<file path="config.mk">
export PLATFORM = sky130hd
export DESIGN_NAME = decode_alu_stage_flat
export DESIGN_NICKNAME = d
export VERILOG_FILES = /design/src/rtl/decode_alu_stage_if.sv /design/src/rtl/decode_alu_stage.sv /design/src/flat_wrapper.sv
export SDC_FILE = /design/constraint.sdc
export NUM_CORES = 1
export LEC_CHECK = 0
export BUFFER_PORTS_ARGS = -buffer_cell sky130_fd_sc_hd__clkbuf_2
export CAP_MARGIN = 40
export CORE_ASPECT_RATIO = 0.9
export CORE_MARGIN = 4
export CORE_UTILIZATION = 53
export DETAILED_ROUTE_END_ITERATION = 16
export GPL_TIMING_DRIVEN = 1
export PLACE_DENSITY = 0.82
export SLEW_MARGIN = 10
export SYNTH_ARGS = -nofsm -noshare
export SYNTH_HDL_FRONTEND = slang
export SYNTH_SLANG_ARGS = --single-unit
</file>
<file path="constraint.sdc">
create_clock -name clk -period 5.7 [get_ports clk]
set_input_delay 0.855 -clock clk [delete_from_list [all_inputs] [get_ports clk]]
set_output_delay 0.855 -clock clk [all_outputs]
set_load 0.02 [all_outputs]
</file>
<file path="src/rtl/decode_alu_stage_if.sv">
// Handshake and decoded-field bundle between the fetch buffer, the decode
// stage and ALU issue. The slave side is the decode stage.
interface decode_alu_stage_if #(
  parameter int XLEN  = 32,
  parameter int CNT_W = 16
);
  logic             in_valid;
  logic             in_ready;
  logic [31:0]      in_instr;
  logic             out_valid;
  logic             out_ready;
  logic [4:0]       out_rd;
  logic [4:0]       out_rs1;
  logic [4:0]       out_rs2;
  logic [XLEN-1:0]  out_imm;
  logic [4:0]       out_alu_control;
  logic             out_use_imm;
  logic             out_illegal;
  logic [CNT_W-1:0] illegal_count;

  modport master (
    output in_valid, in_instr, out_ready,
    input  in_ready, out_valid, out_rd, out_rs1, out_rs2, out_imm,
           out_alu_control, out_use_imm, out_illegal, illegal_count
  );

  modport slave (
    input  in_valid, in_instr, out_ready,
    output in_ready, out_valid, out_rd, out_rs1, out_rs2, out_imm,
           out_alu_control, out_use_imm, out_illegal, illegal_count
  );
endinterface

</file>
<file path="src/rtl/decode_alu_stage.sv">
// Registered valid/ready decode stage for RV32/RV64 OP and OP-IMM words,
// with illegal-encoding detection and a saturating illegal-word counter.
module decode_alu_stage #(
  parameter int XLEN  = 32,
  parameter int CNT_W = 16
) (
  input  logic                clk,
  input  logic                reset,
  decode_alu_stage_if.slave   bus
);
  typedef enum logic [4:0] {
    ALU_ADD  = 5'd0,
    ALU_SUB  = 5'd1,
    ALU_SLL  = 5'd2,
    ALU_SLT  = 5'd3,
    ALU_SLTU = 5'd4,
    ALU_XOR  = 5'd5,
    ALU_SRL  = 5'd6,
    ALU_SRA  = 5'd7,
    ALU_OR   = 5'd8,
    ALU_AND  = 5'd9
  } alu_e;

  localparam logic [6:0] OPC_OP_IMM = 7'b0010011;
  localparam logic [6:0] OPC_OP     = 7'b0110011;
  localparam logic [6:0] F7_BASE    = 7'b0000000;
  localparam logic [6:0] F7_ALT     = 7'b0100000;

  // RV64 steals instr[25] for the shift amount, shrinking the upper field.
  localparam int              SH_W   = (XLEN == 64) ? 6 : 5;
  localparam int              HI_W   = 12 - SH_W;
  localparam logic [HI_W-1:0] HI_ALT = {2'b01, {(HI_W-2){1'b0}}};

  logic [31:0]      instr;
  logic [2:0]       funct3;
  logic [6:0]       funct7;
  logic [SH_W-1:0]  shamt;
  logic [HI_W-1:0]  shift_hi;
  logic             accept;

  alu_e             dec_alu;
  logic [XLEN-1:0]  dec_imm;
  logic             dec_use_imm;
  logic             dec_illegal;
  logic [4:0]       dec_rd;
  logic [4:0]       dec_rs2;

  assign instr    = bus.in_instr;
  assign funct3   = instr[14:12];
  assign funct7   = instr[31:25];
  assign shamt    = instr[20 +: SH_W];
  assign shift_hi = instr[31:20+SH_W];

  assign bus.in_ready = !bus.out_valid || bus.out_ready;
  assign accept       = bus.in_valid && bus.in_ready;

  always_comb begin
    // NOTE: every output gets a default first so no path can infer a latch.
    dec_alu     = ALU_ADD;
    dec_imm     = '0;
    dec_use_imm = 1'b0;
    dec_illegal = 1'b0;
    dec_rd      = instr[11:7];
    dec_rs2     = instr[24:20];

    if (instr[6:0] == OPC_OP_IMM) begin
      dec_use_imm = 1'b1;
      dec_rs2     = '0;
      dec_imm     = {{(XLEN-12){instr[31]}}, instr[31:20]};
      case (funct3)
        3'd0: dec_alu = ALU_ADD;
        3'd2: dec_alu = ALU_SLT;
        3'd3: dec_alu = ALU_SLTU;
        3'd4: dec_alu = ALU_XOR;
        3'd6: dec_alu = ALU_OR;
        3'd7: dec_alu = ALU_AND;
        3'd1: begin
          dec_imm = XLEN'(shamt);
          if (shift_hi == '0) dec_alu = ALU_SLL;
          else                dec_illegal = 1'b1;
        end
        3'd5: begin
          dec_imm = XLEN'(shamt);
          if (shift_hi == '0)         dec_alu = ALU_SRL;
          else if (shift_hi == HI_ALT) dec_alu = ALU_SRA;
          else                         dec_illegal = 1'b1;
        end
      endcase
    end else if (instr[6:0] == OPC_OP) begin
      if (funct7 == F7_BASE) begin
        case (funct3)
          3'd0: dec_alu = ALU_ADD;
          3'd1: dec_alu = ALU_SLL;
          3'd2: dec_alu = ALU_SLT;
          3'd3: dec_alu = ALU_SLTU;
          3'd4: dec_alu = ALU_XOR;
          3'd5: dec_alu = ALU_SRL;
          3'd6: dec_alu = ALU_OR;
          3'd7: dec_alu = ALU_AND;
        endcase
      end else if (funct7 == F7_ALT && funct3 == 3'd0) begin
        dec_alu = ALU_SUB;
      end else if (funct7 == F7_ALT && funct3 == 3'd5) begin
        dec_alu = ALU_SRA;
      end else begin
        dec_illegal = 1'b1;
      end
    end else begin
      dec_illegal = 1'b1;
    end

    // Illegal words carry a harmless ADD with no destination.
    if (dec_illegal) begin
      dec_alu     = ALU_ADD;
      dec_imm     = '0;
      dec_use_imm = 1'b0;
      dec_rd      = '0;
      dec_rs2     = instr[24:20];
    end
  end

  always_ff @(posedge clk) begin
    // NOTE: sequential state uses non-blocking assignment so every register
    // samples pre-edge values regardless of statement order.
    if (reset) begin
      bus.out_valid       <= 1'b0;
      bus.out_rd          <= '0;
      bus.out_rs1         <= '0;
      bus.out_rs2         <= '0;
      bus.out_imm         <= '0;
      bus.out_alu_control <= '0;
      bus.out_use_imm     <= 1'b0;
      bus.out_illegal     <= 1'b0;
      bus.illegal_count   <= '0;
    end else if (accept) begin
      bus.out_valid       <= 1'b1;
      bus.out_rd          <= dec_rd;
      bus.out_rs1         <= instr[19:15];
      bus.out_rs2         <= dec_rs2;
      bus.out_imm         <= dec_imm;
      bus.out_alu_control <= dec_alu;
      bus.out_use_imm     <= dec_use_imm;
      bus.out_illegal     <= dec_illegal;
      if (dec_illegal && bus.illegal_count != {CNT_W{1'b1}})
        bus.illegal_count <= bus.illegal_count + CNT_W'(1);
    end else if (bus.out_ready) begin
      bus.out_valid <= 1'b0;
    end
  end
endmodule
</file>
<file path="src/flat_wrapper.sv">
// flat-port wrapper written by rule: the top's interface ports become plain ports
module decode_alu_stage_flat 
#(
  parameter int XLEN  = 32,
  parameter int CNT_W = 16
)
  (clk, reset, bus_in_valid, bus_in_instr, bus_out_ready, bus_in_ready, bus_out_valid, bus_out_rd, bus_out_rs1, bus_out_rs2, bus_out_imm, bus_out_alu_control, bus_out_use_imm, bus_out_illegal, bus_illegal_count);
  decode_alu_stage_if #(.XLEN(XLEN), .CNT_W(CNT_W)) bus_i ();
  input  logic clk;
  input  logic reset;
  input wire logic [$bits(bus_i.in_valid)-1:0] bus_in_valid;
  input wire logic [$bits(bus_i.in_instr)-1:0] bus_in_instr;
  input wire logic [$bits(bus_i.out_ready)-1:0] bus_out_ready;
  output wire logic [$bits(bus_i.in_ready)-1:0] bus_in_ready;
  output wire logic [$bits(bus_i.out_valid)-1:0] bus_out_valid;
  output wire logic [$bits(bus_i.out_rd)-1:0] bus_out_rd;
  output wire logic [$bits(bus_i.out_rs1)-1:0] bus_out_rs1;
  output wire logic [$bits(bus_i.out_rs2)-1:0] bus_out_rs2;
  output wire logic [$bits(bus_i.out_imm)-1:0] bus_out_imm;
  output wire logic [$bits(bus_i.out_alu_control)-1:0] bus_out_alu_control;
  output wire logic [$bits(bus_i.out_use_imm)-1:0] bus_out_use_imm;
  output wire logic [$bits(bus_i.out_illegal)-1:0] bus_out_illegal;
  output wire logic [$bits(bus_i.illegal_count)-1:0] bus_illegal_count;
  assign bus_i.in_valid = bus_in_valid;
  assign bus_i.in_instr = bus_in_instr;
  assign bus_i.out_ready = bus_out_ready;
  assign bus_in_ready = bus_i.in_ready;
  assign bus_out_valid = bus_i.out_valid;
  assign bus_out_rd = bus_i.out_rd;
  assign bus_out_rs1 = bus_i.out_rs1;
  assign bus_out_rs2 = bus_i.out_rs2;
  assign bus_out_imm = bus_i.out_imm;
  assign bus_out_alu_control = bus_i.out_alu_control;
  assign bus_out_use_imm = bus_i.out_use_imm;
  assign bus_out_illegal = bus_i.out_illegal;
  assign bus_illegal_count = bus_i.illegal_count;
  decode_alu_stage #(.XLEN(XLEN), .CNT_W(CNT_W)) u_core (.clk(clk), .reset(reset), .bus(bus_i));
endmodule
</file>
==> impl_metrics.ini <==
[setup_path]
path_max_fanout = 36
slowest_stage = a32o_2
cp.arrival_ns = 3.12
r2r_cells = 6
cp-start-kind = input port
worstPathRequired_ns = 5.90
cp-end-kind = register
ff2ff_setup_slack_ns = 3.21
cp.depth = 6
path_cells = clkbuf_2, or4_4, nor3_2, a32o_2, nor4_2, mux2_4
crit_buf_inv = 1
crit_type = input port to register
slowest_delay_ns = 0.80
critPathTopFamily = simple AND/OR/NAND/NOR gates

[floorplan]
dieWidth_um = 83.8
io_pins = 108
die_h_um = 76.2
core_area_um2 = 4920
start_util_pct = 55.7
die-area_um2 = 6390
core.rowCount = 24

[logic_synthesis]
ys_ff_latch = 50
synthesis.nets = 362
seq_area_frac_synth_pct = 36.5
synth.distinct_cells = 56
avgSynthCellArea_um2 = 8.54
syn-instance-count = 321
yosysWarnings = 0
netlist_area_um2 = 2740
synth_flop_cell = dfxtp_1
synth_edf_count = 0
async_reset_ff_share_pct = 0

[sta]
relSlewSlack_pct = 47.1
rsz0062_at_grt = no
report.final.slew_viol_count = 0
fmax_mhz = 344
final_hold_viol_count = 0
worst_clock_skew_ns = 0.00868
finalCritPeriodShare_pct = 51.1
fin_setup_tns_ns = 0
finalWorstPathRequiredPeriod_ns = 2.91
final-setup-viol-count = 0
worstMarginPinSlew_ns = 0.793

[power]
powerDensity_nw_per_um2 = 205
ir_drop_uv = 92.5
p_total_mw = 0.657
leakagePower_nw = 1.33

[final_layout]
final_cell_mix = clkbuf_2, dfxtp_1, nand2_1
fillers = 434
area_growth_pct = 17.1
fin_util_pct = 65.2
multi_input_area_um2 = 1430
seq_area_um2 = 1000
layout-drive-gt1-share_pct = 38.0
nets = 435
final_common_cell = clkbuf_2
stdcell_area_um2 = 3210
diodes = 0

[cts]
cts_made_buffers = 5
post_cts_resized = 0
cts-root-buf = clkbuf_8
holdBufCountCts = 0
insertion_delay_ns = 0.31
clk_pin_slew_ns = 0.10
postCtsSetupBuffers = 0
ctsLongestPathBuffers = 2
cts.sinks = 50
cts_tree = yes
htreeDepth = 2

[global_routing]
grt_overflow = 0
grt_first_pass_wirelength_mm = 11.1
grtUsageTotal_pct = 20.5
grt_max_degree = 39
antenna_found_initial = 0
first_global_vias = 2305

[routing]
num_vias = 2594
finalWirelength_mm = 6.68
drtIter0Drc = 184
first_pass_iters = 4
postRouteAntennaNets = 0
route.detailed.drc = 0
vias_per_cell = 5.64
detail_route.wl_per_cell_um = 14.5

[flow_run]
max-cap-violations = 0

[hold_path]
hp-class = register to register
whs_path_depth = 2

[placement]
portBuffers = 106
gp_congestion = 0.914
post_dp_cell_area_um2 = 3120
hpwlAfterDp_mm = 4.88

[run_status]
status = complete, no violations
-- layout make-up --
class | instances | area share [%]
sequential | 50 | 31.2
inverter | 8 | 0.935
multi-input combinational | 220 | 44.6
clock inverter | 3 | 0.779
clock buffer | 5 | 2.14
tap | 65 | 2.53
timing repair buffer | 109 | 17.8
-- worst min-delay path, delay by kind of cell, from the launching register on --
kind,cells,cell delay [ns]
and+or+nand+nor,1,0.05
AOI/OAI and AO/OA,1,0.05
DFF,1,0.32
-- where the power goes --
group | switching (mW) | total, mW | leakage [nW] | internal [mW]
Clock | 0.124 | 0.213 | 0.0447 | 0.0887
Combinational | 0.0539 | 0.0842 | 0.879 | 0.0303
Sequential | 0.00472 | 0.360 | 0.405 | 0.356
-- synth_stat cells, types with 3 or more instances --
| cell | instances | area share (%) |
|---|---|---|
| o21ai_1 | 7 | 1.3 |
| a21oi_1 | 23 | 4.2 |
| o41ai_1 | 4 | 1.3 |
| ha_1 | 5 | 2.3 |
| a22oi_1 | 8 | 2.2 |
| nand3_1 | 16 | 2.9 |
| dfxtp_1 | 50 | 36 |
| a21oi_2 | 15 | 4.8 |
| nand2_1 | 40 | 5.5 |
| or4_1 | 8 | 2.2 |
| and3_1 | 3 | 0.68 |
| nand3_2 | 5 | 1.8 |
| o31ai_1 | 7 | 1.9 |
| buf_2 | 4 | 0.73 |
| nor3_1 | 3 | 0.55 |
| nor2_1 | 18 | 2.5 |
| nor2b_1 | 5 | 1.1 |
| buf_4 | 21 | 5.7 |
| nand4_1 | 7 | 1.6 |
| or3_1 | 4 | 0.91 |
| inv_1 | 8 | 1.1 |
| nand2b_1 | 5 | 1.1 |
| or4b_1 | 3 | 1.1 |
| clkbuf_1 | 13 | 1.8 |
-- per-layer routing --
metal / share of wire, % / track usage [%]
met3: 7.3 / 4.65
met1: 45 / 27.4
met2: 46 / 33.0
met5: 0 / 0
met4: 1.9 / 6.43
-- per-stage QoR --
step                      hold WS, ns  std cells  setup slack, ns
after floorplan                 0.523        321             3.07
after global placement          0.439        450             2.20
after detailed placement        0.446        452             2.48
after CTS                       0.461        460             2.80
after global routing            0.488        460             2.70
final                           0.456        460             2.79
-- worst paths after layout --
check	start	to
max	bus_in_instr[26]	u_core.bus.illegal_count[5]$_SDFFE_PP0P_
min	u_core.bus.out_imm[0]$_SDFFE_PP0P_	u_core.bus.out_imm[0]$_SDFFE_PP0P_
max reg2reg	u_core.bus.illegal_count[0]$_SDFFE_PP0P_	u_core.bus.illegal_count[5]$_SDFFE_PP0P_
min reg2reg	u_core.bus.out_imm[0]$_SDFFE_PP0P_	u_core.bus.out_imm[0]$_SDFFE_PP0P_
-- state kept, by name (all words and copies together) (netlist names) --
signal                      count
u_core.bus.out_illegal          1
u_core.bus.out_use_imm          1
u_core.bus.illegal_count       16
u_core.bus.out_rs1              5
u_core.bus.out_alu_control      4
u_core.bus.out_rs2              5
u_core.bus.out_valid            1
u_core.bus.out_rd               5
u_core.bus.out_imm             12
-- kinds of logic after synthesis --
group	count (synthesis)	share of synthesized area (%)
other	1	0.137
multiplexers	4	1.87
buffers and inverters	51	11.3
AO/OA/AOI/OAI	78	21.0
AND/OR/NAND/NOR	132	26.9
flip-flops	50	36.5
adder cells (fa/ha/maj)	5	2.28
Note: power is estimated with default switching activity, not from simulation.
